### config.mk
export PLATFORM = sky130hd
export DESIGN_NAME = cpu_run_controller
export DESIGN_NICKNAME = d
export VERILOG_FILES = /design/src/rtl/cpu_ctrl_pkg.sv /design/src/rtl/imem_16x8.sv /design/src/rtl/cpu_run_controller.sv
export SDC_FILE = /design/constraint.sdc
export NUM_CORES = 1
export LEC_CHECK = 0
export ABC_CLOCK_PERIOD_IN_PS = 5400
export CAP_MARGIN = 20
export CORE_ASPECT_RATIO = 1.2
export CORE_MARGIN = 2
export CORE_UTILIZATION = 25
export DETAILED_ROUTE_END_ITERATION = 8
export GPL_TIMING_DRIVEN = 0
export HOLD_SLACK_MARGIN = 0.08
export PLACE_DENSITY = 0.44
export SLEW_MARGIN = 20
export SYNTH_ARGS = -nofsm -noshare
export SYNTH_HDL_FRONTEND = slang
export SYNTH_SLANG_ARGS = --single-unit
export TNS_END_PERCENT = 1
### constraint.sdc
create_clock -name clk -period 5.4 [get_ports clk]
set_input_delay 1.08 -clock clk [delete_from_list [all_inputs] [get_ports clk]]
set_output_delay 1.08 -clock clk [all_outputs]
set_load 0.01 [all_outputs]
### src/rtl/cpu_ctrl_pkg.sv
// Shared types and default constants for the CPU run controller and its instruction memory.
package cpu_ctrl_pkg;

    localparam int          IMEM_DEPTH     = 16;
    localparam int          IMEM_AW        = 4;
    localparam int          INSTR_DW       = 8;
    localparam logic [7:0]  HALT_INSTR_DEF = 8'hFF;
    localparam int unsigned MAX_CYCLES_DEF = 200;

    // Encoding is visible on state_o, so the values are fixed.
    typedef enum logic [2:0] {
        ST_IDLE   = 3'd0,
        ST_LOAD   = 3'd1,
        ST_RUN    = 3'd2,
        ST_STEP   = 3'd3,
        ST_HALTED = 3'd4
    } state_e;

endpackage

### src/rtl/imem_16x8.sv
// Instruction memory: flop array with one synchronous write port and a combinational read port
// so the core can fetch in the same cycle it presents its PC.
module imem_16x8
    import cpu_ctrl_pkg::*;
#(
    parameter int DEPTH = IMEM_DEPTH,
    parameter int AW    = IMEM_AW,
    parameter int DW    = INSTR_DW
) (
    input  logic          clk,
    input  logic          rst_n,
    input  logic          we,
    input  logic [AW-1:0] waddr,
    input  logic [DW-1:0] wdata,
    input  logic [AW-1:0] raddr,
    output logic [DW-1:0] rdata
);

    logic [DW-1:0] mem_q [DEPTH];

    // Storage: cleared by reset, written one byte per cycle during program load.
    always_ff @(posedge clk or negedge rst_n) begin
        if (!rst_n) begin
            for (int i = 0; i < DEPTH; i++) begin
                mem_q[i] <= '0;
            end
        end else if (we) begin
            mem_q[waddr] <= wdata;
        end
    end

    // DEPTH equals 2**AW, so every raddr value is a valid entry (PC wraps naturally).
    assign rdata = mem_q[raddr];

endmodule

### src/rtl/cpu_run_controller.sv
// Sequencer around the 8-bit core: loads the program memory, then holds the core in reset,
// free-runs it or single-steps it, and stops it on a halt instruction, a host request or
// an exhausted cycle budget.
//
//  state  | meaning
//  IDLE   | core in reset, waiting for load or run
//  LOAD   | accepting program bytes, address 0 upward
//  RUN    | core free-running until halt instr, halt_req or budget
//  STEP   | one enabled core cycle, then back to HALTED
//  HALTED | core out of reset but frozen, state preserved
module cpu_run_controller
    import cpu_ctrl_pkg::*;
#(
    parameter int              DEPTH      = IMEM_DEPTH,
    parameter int              AW         = IMEM_AW,
    parameter int              DW         = INSTR_DW,
    parameter logic [DW-1:0]   HALT_INSTR = DW'(HALT_INSTR_DEF),
    parameter int unsigned     MAX_CYCLES = MAX_CYCLES_DEF
) (
    input  logic          clk,
    input  logic          rst_n,
    input  logic          load_req,
    input  logic          load_valid,
    input  logic [DW-1:0] load_data,
    output logic          load_ready,
    input  logic          run_req,
    input  logic          step_req,
    input  logic          halt_req,
    input  logic          clear_req,
    input  logic [AW-1:0] cpu_addr,
    output logic [DW-1:0] cpu_instr,
    output logic          cpu_en,
    output logic          cpu_rst_n,
    output logic [2:0]    state_o,
    output logic          timeout,
    output logic [7:0]    cycle_cnt
);

    // Budget compare is done one bit wider than the counter so the saturated value still
    // compares as "reached" when a halted run is resumed past the budget.
    localparam logic [8:0]    BUDGET    = 9'(MAX_CYCLES);
    localparam bit            BUDGET_EN = (MAX_CYCLES != 0);
    localparam logic [AW-1:0] LAST_ADDR = AW'(DEPTH - 1);

    state_e        state_q, state_d;
    logic [AW-1:0] ptr_q, ptr_d;
    logic [7:0]    cnt_q, cnt_d;
    logic          timeout_q, timeout_d;

    logic [DW-1:0] mem_rdata;
    logic          mem_we;
    logic          is_halt_instr;
    logic          core_active;
    logic          budget_hit;
    logic [8:0]    cnt_inc;

    imem_16x8 #(
        .DEPTH (DEPTH),
        .AW    (AW),
        .DW    (DW)
    ) u_imem (
        .clk   (clk),
        .rst_n (rst_n),
        .we    (mem_we),
        .waddr (ptr_q),
        .wdata (load_data),
        .raddr (cpu_addr),
        .rdata (mem_rdata)
    );

    // Core sees no instructions while the memory is being rewritten.
    assign cpu_instr     = (state_q == ST_LOAD) ? '0 : mem_rdata;
    assign is_halt_instr = (cpu_instr == HALT_INSTR);

    // The halt instruction is never issued: the enable drops in the same cycle it is fetched.
    assign core_active = ((state_q == ST_RUN) || (state_q == ST_STEP)) && !is_halt_instr;
    assign cpu_en      = core_active;
    assign cpu_rst_n   = (state_q == ST_RUN) || (state_q == ST_STEP) || (state_q == ST_HALTED);
    assign load_ready  = (state_q == ST_LOAD);
    assign mem_we      = (state_q == ST_LOAD) && load_valid;

    assign cnt_inc    = {1'b0, cnt_q} + 9'd1;
    assign budget_hit = BUDGET_EN && (state_q == ST_RUN) && core_active && (cnt_inc >= BUDGET);

    assign state_o   = state_q;
    assign timeout   = timeout_q;
    assign cycle_cnt = cnt_q;

    // Next-state, load pointer, cycle counter and timeout flag.
    always_comb begin
        state_d   = state_q;
        ptr_d     = ptr_q;
        cnt_d     = cnt_q;
        timeout_d = timeout_q;

        if (core_active && (cnt_q != 8'hFF)) begin
            cnt_d = cnt_q + 8'd1;
        end
        if (mem_we) begin
            ptr_d = ptr_q + 1'b1;
        end

        if (clear_req) begin
            state_d = ST_IDLE;
        end else begin
            if (budget_hit) begin
                timeout_d = 1'b1;
            end
            unique case (state_q)
                ST_IDLE: begin
                    if (run_req) begin
                        state_d   = ST_RUN;
                        cnt_d     = '0;
                        timeout_d = 1'b0;
                    end else if (load_req) begin
                        state_d = ST_LOAD;
                        ptr_d   = '0;
                    end
                end
                ST_LOAD: begin
                    if (mem_we && (ptr_q == LAST_ADDR)) begin
                        state_d = ST_IDLE;
                    end
                end
                ST_RUN: begin
                    if (halt_req || is_halt_instr || budget_hit) begin
                        state_d = ST_HALTED;
                    end
                end
                ST_STEP: begin
                    state_d = ST_HALTED;
                end
                ST_HALTED: begin
                    if (step_req) begin
                        state_d = ST_STEP;
                    end else if (run_req) begin
                        state_d = ST_RUN;
                    end
                end
                default: begin
                    state_d = ST_IDLE;
                end
            endcase
        end
    end

    // State registers.
    always_ff @(posedge clk or negedge rst_n) begin
        if (!rst_n) begin
            state_q   <= ST_IDLE;
            ptr_q     <= '0;
            cnt_q     <= '0;
            timeout_q <= 1'b0;
        end else begin
            state_q   <= state_d;
            ptr_q     <= ptr_d;
            cnt_q     <= cnt_d;
            timeout_q <= timeout_d;
        end
    end

endmodule
==> impl_metrics.tcl, run 1 <==
set metrics [dict create \
    p_leak_nw 3.97 \
    endpoint "cpu_en" \
    synth_async_sr_flop_share 1.00 \
    place_hpwl_um 12700 \
    yosys_warnings 0 \
    clock.fmax_mhz 197 \
    netSwitchingFraction 0.257 \
    worstHoldPathCells 1 \
    antenna_found_initial 0 \
    synthCells 500 \
    final_cell_mix "144 x dfrtp_1, 128 x mux2_2, 38 x clkdlybuf4s50_1" \
    synthFlopType "dfrtp_1" \
    place_congestion 0.745 \
    dp_cells 919 \
    grt_max_degree 82 \
    clock_sinks 144 \
    power.density_mw_per_mm2 338 \
    ios 43 \
    grt.total_usage 0.137 \
    p_clk_frac 0.419 \
    ys_seq_elements 144 \
    grt_pass1_wl_um 29400 \
    die_x_um 157 \
    cp.required_ns 4.32 \
    avgSynthCellArea_um2 14.0 \
    internal_power_mw 2.13 \
    setup_tns_ns 0 \
    worst_pin_slew_ns 1.12 \
    final_common_cell "dfrtp_1" \
    reg2reg_from "state_o[2]" \
    timing.final.crit_share 0.941 \
    end_kind "output pin" \
    cts_tree "done" \
    p_total_mw 2.87 \
    slew_violations 0 \
    first_global_vias 4709 \
    rsz0062_at_grt "false" \
    avgViaCountPerCell 4.72 \
    cp.arrival_ns 4.00 \
    fin_ws_ns 0.320 \
    nets 585 \
    synth_edf_count 0 \
    ant_nets 0 \
    syn_area_mm2 0.00700 \
    core-area_mm2 0.0277 \
    portBuffers 39 \
    syn_nets 526 \
    numCtsBuffers 17 \
    grt-ovfl-total 0 \
    fin_cells 950 \
    layout-drive-gt1-share 0.349 \
    wirelength_um 19500 \
    wl_per_cell_um 20.5 \
    switchingPower_mw 0.739 \
    area_delta_synth_final_pct 21.3 \
    min_from "timeout" \
    dp_slack_ns -0.00331 \
    worstReg2RegEnd "u_imem.mem_q[3]" \
    clockBufferDepth 2 \
    fin_util 0.306 \
    setup_viol 0 \
    p_comb_frac 0.140 \
    drc 0 \
    relSlewSlack 0.255 \
    hold_class "reg -> reg" \
    die_h_um 187 \
    clk_pin_slew_ns 0.06 \
    start_util 0.252 \
    reg2reg_slack_ns 2.43 \
    yosysSeqAreaShare 0.515 \
    synth_cell_types 47 \
    via_count 4486 \
    cts_root_buffer "clkbuf_16" \
    std_cell_rows 67 \
    clock_skew_ns 0.0111 \
    worstSetupPathType "in -> out" \
    startpoint_type "primary input" \
    status "finished clean" \
    dr.pass1.iters 4 \
    die_area_mm2 0.0294 \
    critPathMaxFanout 10 \
    seqPwrFrac 0.441 \
    ir_drop_mv 0.149 \
    cts-htree-levels 4 \
    drt_iter0_drc 223 \
    crit_path_start "cpu_addr[2]" \
    antenna_cells 0 \
    clk_latency_ns 0.43 \
    worstRegToRegCells 6 \
    period_minus_slack_ns 5.08 \
    hold_violations 0 \
    drv_cap 0 \
]
cell type report:
cell class | instances | area [um2]
fill | 2732 | 19300
buffer | 30 | 176
multi-input combinational | 322 | 3210
inverter | 4 | 15.0
clock buffer | 17 | 425
clock inverter | 14 | 166
timing repair buffer | 40 | 423
tap | 379 | 474
sequential | 144 | 3600
power by group through the flow:
stage	combinational [mW]	clock (mW)	sequential [mW]
final	0.402	1.20	1.26
after floorplan	0.251	0	1.27
after global placement	0.394	0	1.27
after detailed placement	0.408	0	1.28
after global routing	0.440	1.28	1.28
after CTS	0.408	1.23	1.26
sequential cells by signal, summed over array words and instances (netlist names):
register / count
cycle_cnt: 8
ptr_q: 4
state_o: 3
timeout: 1
u_imem.mem_q: 128
timing repair:
item | 4_1_cts | 5_1_grt
hold buffers | 0 | 0
setup endpoints to repair | 1 | 0
gates resized for setup | 1 | 0
buffers inserted | 0 | 0
critical path, cell delays in order:
cell,delay [ns]
clkdlybuf4s50_1,0.57
buf_2,0.36
mux4_2,0.36
a22oi_1,0.23
nand2_1,0.17
and4_1,0.29
a31oi_4,0.20
buf_6,0.18
clkdlybuf4s50_1,0.54
worst min path at each step:
| stage | to | slack, ns |
|---|---|---|
| 2_1_floorplan | u_imem.mem_q[102] | 0.47 |
| 3_3_place_gp | timeout | 0.48 |
| 3_5_place_dp | timeout | 0.48 |
| 4_1_cts | timeout | 0.50 |
| 5_1_grt | u_imem.mem_q[95] | 0.51 |
| 6_report | timeout | 0.49 |
kinds of logic (layout without fill, tap and decap cells):
| kind of cell | Yosys count | count (layout) | synth area share |
|---|---|---|---|
| compound gates | 38 | 38 | 0.0438 |
| xor+xnor | 2 | 2 | 0.00250 |
| fa+ha+maj | 6 | 6 | 0.0107 |
| buf+inv | 34 | 105 | 0.0272 |
| flops | 144 | 144 | 0.515 |
| mux | 172 | 172 | 0.328 |
| simple gates | 104 | 104 | 0.0729 |
Yosys cell counts (2+ instances only):
master | instances | area, um2
a21oi_1 | 8 | 40.0
a22o_1 | 6 | 52.6
a22oi_1 | 9 | 67.6
and2_1 | 3 | 18.8
and3_1 | 10 | 62.6
buf_2 | 4 | 20.0
buf_6 | 5 | 56.3
clkbuf_1 | 18 | 67.6
dfrtp_1 | 144 | 3600
ha_1 | 6 | 75.1
inv_1 | 4 | 15.0
mux2_2 | 128 | 1440
mux2i_1 | 14 | 140
mux4_1 | 10 | 263
mux4_2 | 19 | 428
nand2_1 | 34 | 128
nand2b_1 | 2 | 12.5
nand3_1 | 13 | 65.1
nand3b_1 | 3 | 22.5
nor2_1 | 21 | 78.8
nor2b_1 | 7 | 43.8
o21ai_0 | 5 | 25.0
or3_1 | 2 | 12.5
xnor2_1 | 2 | 17.5
through the flow:
stage | hold slack [ns] | cell area, um2
finish | 0.490 | 8490
global route | 0.511 | 8490
CTS | 0.499 | 8490
global placement | 0.477 | 7870
floorplan | 0.470 | 7000
detailed placement | 0.485 | 7900
layer usage:
layer  track usage  wire (um)
met2         0.227       9670
met3        0.0304        710
met4        0.0519        488
met1         0.174       8630
met5             0          0
No activity file was read; power rests on OpenSTA's default activity.
==> run 2: changes to the inputs <==
ABC_CLOCK_PERIOD_IN_PS = 5100   (was 5400)
CORE_MARGIN = 4   (was 2)
PLACE_DENSITY = not set   (was 0.44)
PLACE_DENSITY_LB_ADDON = 0.2   (was not set)
clock period = 5.1 ns   (was 5.4 ns; I/O delays follow)
==> run 2 against run 1 <==
Core utilization grew 0.30 points. Register-to-register slack lost 0.29 ns. Combinational power grew 6.2%. Sequential power grew 6%. Die area grew 4.7%. Worst hold slack gained 0.0085 ns. Sequential cell count is the same. Via count shrank 0.11%. Clock power is essentially flat. First-iteration DRC count grew 8.1%. Clock-buffer cell count is the same. Non-clock buffer count is the same.
==> impl_metrics.tcl, run 2 (synthesis results as in run 1) <==
set metrics [dict create \
    grt_pass1_wl_um 29800 \
    die_x_um 161 \
    place_hpwl_um 12700 \
    start_util 0.256 \
    largest_reg_flops 128 \
    internal_power_mw 2.13 \
    antenna_found_initial 0 \
    rsz0062_at_grt "false" \
    post_cts_buffers 0 \
    wirelength_um 19100 \
    ir_drop_mv 0.204 \
    via_count 4481 \
    setup_viol 0 \
    clk_pin_slew_ns 0.07 \
    avgViaCountPerCell 4.74 \
    critPathMaxFanout 10 \
    fin_util 0.309 \
    antenna_cells 0 \
    nets 585 \
    reg2reg_from "state_o[2]" \
    seqPwrFrac 0.456 \
    power.density_mw_per_mm2 348 \
    final_cell_mix "144 x dfrtp_1, 128 x mux2_2, 38 x clkdlybuf4s50_1" \
    relSlewSlack 0.398 \
    hold_class "in -> async" \
    top_register "u_imem.mem_q" \
    area_delta_synth_final_pct 20.7 \
    core-area_mm2 0.0273 \
    ios 43 \
    p_clk_frac 0.398 \
    drv_cap 0 \
    cp.arrival_ns 3.85 \
    die_area_mm2 0.0308 \
    clock.fmax_mhz 205 \
    cts_tree "done" \
    placedInstanceArea_mm2 0.00789 \
    clockBufferDepth 2 \
    dr.pass1.iters 5 \
    worst_pin_slew_ns 0.901 \
    hold_violations 0 \
    numCtsBuffers 17 \
    clock_sinks 144 \
    drt_iter0_drc 241 \
    cts_root_buffer "clkbuf_16" \
    status "finished clean" \
    grt_max_degree 92 \
    timing.final.crit_share 0.955 \
    drc 0 \
    period_minus_slack_ns 4.87 \
    p_leak_nw 3.96 \
    cp.required_ns 4.08 \
    slew_violations 0 \
    switchingPower_mw 0.810 \
    final_common_cell "dfrtp_1" \
    cts-htree-levels 4 \
    startpoint_type "primary input" \
    fin_area_mm2 0.00845 \
    p_comb_frac 0.146 \
    wl_per_cell_um 20.1 \
    layout-drive-gt1-share 0.350 \
    end_kind "output pin" \
    die_h_um 191 \
    clock_skew_ns 0.0104 \
    clk_latency_ns 0.43 \
    crit_path_start "cpu_addr[2]" \
    fin_ws_ns 0.228 \
    grt.total_usage 0.130 \
    dp_slack_ns -0.107 \
    cts_hold_buf 0 \
    place_congestion 0.767 \
    netSwitchingFraction 0.276 \
    ant_nets 0 \
    grt-ovfl-total 0 \
    std_cell_rows 66 \
    portBuffers 39 \
    worstSetupPathType "in -> out" \
    first_global_vias 4882 \
]
-- run 2: changes by cell type in the layout (fill, tap and decap cells not counted), sizes merged --
cell	before	now
clkinvlp	4	2
inv	6	10
clkinv	5	7
bufinv	3	0
-- run 2: final cells by class --
cell class	instances	area (um2)
flip-flops and latches	144	3600
multi-input cells	322	3210
inverters	4	15.0
clock inverters	15	129
repair buffers	40	423
fillers	2746	18900
well taps	374	468
clock buffers	17	425
plain buffers	30	176
-- run 2: worst paths after layout --
kind | end | cells after the start | slack (ns)
setup reg to reg | u_imem.mem_q[3] | 6 | 2.14
min in group clk | u_imem.mem_q[49] | 1 | 0.50
setup / recovery | cpu_en | 9 | 0.23
hold / removal | u_imem.mem_q[110] | 1 | 0.50
max in group asynchronous | u_imem.mem_q[28] | 2 | 3.77
hold reg to reg | u_imem.mem_q[49] | 1 | 0.50
-- run 2: repair_timing --
item / 4_1_cts / 5_1_grt
endpoints found under the hold margin: 0 / 0
setup endpoints to repair: 1 / 0
gates resized for setup: 1 / 0
-- run 2: power by group through the flow --
stage	logic, mW	clock network (mW)	registers, mW
2_1_floorplan	0.265	0	1.34
3_3_place_gp	0.420	0	1.35
3_5_place_dp	0.436	0	1.36
4_1_cts	0.438	1.21	1.34
5_1_grt	0.477	1.27	1.36
6_report	0.427	1.17	1.34
-- run 2: worst max-delay path: stages --
cell and delay (ns):
clkdlybuf4s50_1 0.53, buf_2 0.38, mux4_2 0.38, a22o_1 0.21
nor2_1 0.23, nor2_1 0.14, a31oi_4 0.22, buf_6 0.18
clkdlybuf4s50_1 0.54
-- run 2: metrics by stage --
stage               instances  setup TNS, ns  hold WS [ns]  total power [mW]
floorplan                 500              0         0.470              1.61
detailed placement        914         -0.107         0.487              1.80
global route              946              0         0.516              3.10
finish                    946              0         0.499              2.94
global placement          913        -382.98         0.477              1.77
CTS                       946              0         0.501              2.99
-- run 2: routing by layer --
layer,track usage,vias up,wire (um)
li1,-,1987,-
met1,0.168,2371,8540
met2,0.213,93,9380
met3,0.0287,30,618
met4,0.0489,0,525
met5,0,-,0
==> run 3: changes to the inputs <==
ABC_CLOCK_PERIOD_IN_PS = 4400   (was 5100)
clock period = 4.4 ns   (was 5.1 ns; I/O delays follow)
==> run 3 against run 2 <==
Clock skew is 0.00055 ns lower. Die area stayed put. Largest power group unchanged. Global-route usage is the same. Largest cell class unchanged.
==> impl_metrics.tcl, run 3 (synthesis results as in run 1) <==
set metrics [dict create \
    status "finished clean" \
    clock_sinks 144 \
    final_common_cell "dfrtp_1" \
    rsz0062_at_grt "false" \
    die_h_um 191 \
    reg2reg_from "state_o[2]" \
    cp_slowest_cell "mux4_2" \
    cp.required_ns 3.52 \
    p_leak_nw 3.97 \
    worstReg2RegEnd "u_imem.mem_q[7]" \
    grt-ovfl-total 0 \
    worstSetupPathType "in -> out" \
    switchingPower_mw 0.942 \
    largest_reg_flops 128 \
    netSwitchingFraction 0.276 \
    crit_chain "buf_6, clkbuf_4, mux4_2, a22o_1, nor2_1, nor2_1, a31oi_4, buf_6, clkdlybuf4s50_1" \
    hold_class "in -> async" \
    post_cts_buffers 0 \
    core-area_mm2 0.0273 \
    portBuffers 39 \
    clock.fmax_mhz 239 \
    top_register "u_imem.mem_q" \
    layout-drive-gt1-share 0.353 \
    reg2reg_slack_ns 1.39 \
    p_total_mw 3.41 \
    internal_power_mw 2.47 \
    nets 585 \
    drt_iter0_drc 226 \
    avgViaCountPerCell 4.73 \
    hold_violations 0 \
    clockBufferDepth 2 \
    timing.final.crit_share 0.951 \
    period_minus_slack_ns 4.18 \
    antenna_cells 0 \
    setup_tns_ns 0 \
    drv_cap 0 \
    p_clk_frac 0.398 \
    wl_per_cell_um 20.2 \
    fin_ws_ns 0.216 \
    relSlewSlack 0.337 \
    dp_slack_ns -0.527 \
    cp_top_family "buffers and inverters" \
    drc 0 \
    cts_tree "done" \
    slew_violations 0 \
    worstRegToRegCells 6 \
    cts-htree-levels 4 \
    end_kind "output pin" \
    antenna_found_initial 0 \
    p_comb_frac 0.147 \
    clk_pin_slew_ns 0.07 \
    via_count 4471 \
    std_cell_rows 66 \
    ios 43 \
    die_area_mm2 0.0308 \
    cts_root_buffer "clkbuf_16" \
    cp.arrival_ns 3.30 \
    path_buf_inv 4 \
    place_congestion 0.767 \
    clk_latency_ns 0.42 \
    grt_pass1_wl_um 29800 \
    grt.total_usage 0.130 \
    power.density_mw_per_mm2 402 \
    numCtsBuffers 17 \
    clock_skew_ns 0.00983 \
    setup_viol 0 \
    die_x_um 161 \
    area_delta_synth_final_pct 21.1 \
    start_util 0.256 \
    seqPwrFrac 0.456 \
    ir_drop_mv 0.235 \
    hold_slack_ns 0.365 \
    worst_pin_slew_ns 0.993 \
    critPathMaxFanout 10 \
    final_cell_mix "144 x dfrtp_1, 128 x mux2_2, 37 x clkdlybuf4s50_1" \
    dr.pass1.iters 5 \
    wirelength_um 19100 \
    place_hpwl_um 12700 \
    startpoint_type "primary input" \
    grt_max_degree 92 \
    ant_nets 0 \
    first_global_vias 4883 \
    critPathMaxStageDelay_ns 0.54 \
]
-- run 3: cell types whose count changed in the layout (fill, tap and decap cells not counted) --
cell	before	now
nor2_2	1	2
dlygate4sd2_1	0	1
a22oi_1	9	8
nor2_1	21	20
buf_6	5	8
clkdlybuf4s50_1	38	37
clkbuf_4	0	1
buf_2	5	1
a22oi_2	0	1
-- run 3: worst max path at each step --
stage | start | endpoint | slack [ns] | cells past startpoint
5_1_grt | cpu_addr[0] | cpu_en | 0.07 | 9
4_1_cts | cpu_addr[0] | cpu_en | 0.11 | 9
2_1_floorplan | cpu_addr[0] | cpu_en | 1.05 | 8
6_report | cpu_addr[0] | cpu_en | 0.22 | 9
3_3_place_gp | rst_n | cycle_cnt[3] | -3.24 | 1
3_5_place_dp | cpu_addr[2] | cpu_en | -0.53 | 9
-- run 3: stage by stage --
stage | area (um2) | instances | util
after floorplan | 7000 | 500 | -
after global placement | 7860 | 913 | 0.288
after detailed placement | 7890 | 914 | 0.289
after CTS | 8470 | 946 | 0.310
after global routing | 8470 | 946 | 0.310
final | 8470 | 946 | 0.310
-- run 3: worst register-to-register path, delay by kind of cell, from the launching register on --
| family | cells | cell delay, ns |
|---|---|---|
| buffers and inverters | 2 | 0.40 |
| DFF | 1 | 0.37 |
| and+or+nand+nor | 3 | 1.60 |
| muxes | 1 | 0.51 |
-- run 3: final cells by class --
| type | count | area, um2 |
|---|---|---|
| Inverter | 4 | 15.0 |
| Sequential cell | 144 | 3600 |
| Buffer | 30 | 198 |
| Clock buffer | 17 | 425 |
| Timing Repair Buffer | 40 | 422 |
| Fill cell | 2745 | 18900 |
| Tap cell | 374 | 468 |
| Clock inverter | 15 | 129 |
| Multi-Input combinational cell | 322 | 3210 |
-- run 3: routing by layer --
metal	vias up	part of all wire	track usage	wire length [um]
met2	87	0.49	0.213	9440
li1	1991	-	-	-
met3	26	0.031	0.0287	587
met1	2367	0.45	0.168	8660
met5	-	0	0	0
met4	0	0.023	0.0489	446
-- run 3: power by group through the flow --
stage                     combinational, mW  sequential [mW]  clock (mW)
after global routing                  0.556             1.57        1.47
final                                 0.500             1.55        1.36
after global placement                0.487             1.57           0
after CTS                             0.511             1.55        1.40
after floorplan                       0.308             1.55           0
after detailed placement              0.505             1.58           0
-- run 3: timing repair --
action                                  4_1_cts  5_1_grt
pin swaps                                     0        0
endpoints found under the setup margin        2        1
endpoints found under the hold margin         0        0
hold buffers                                  0        0
resized for setup                            10        1
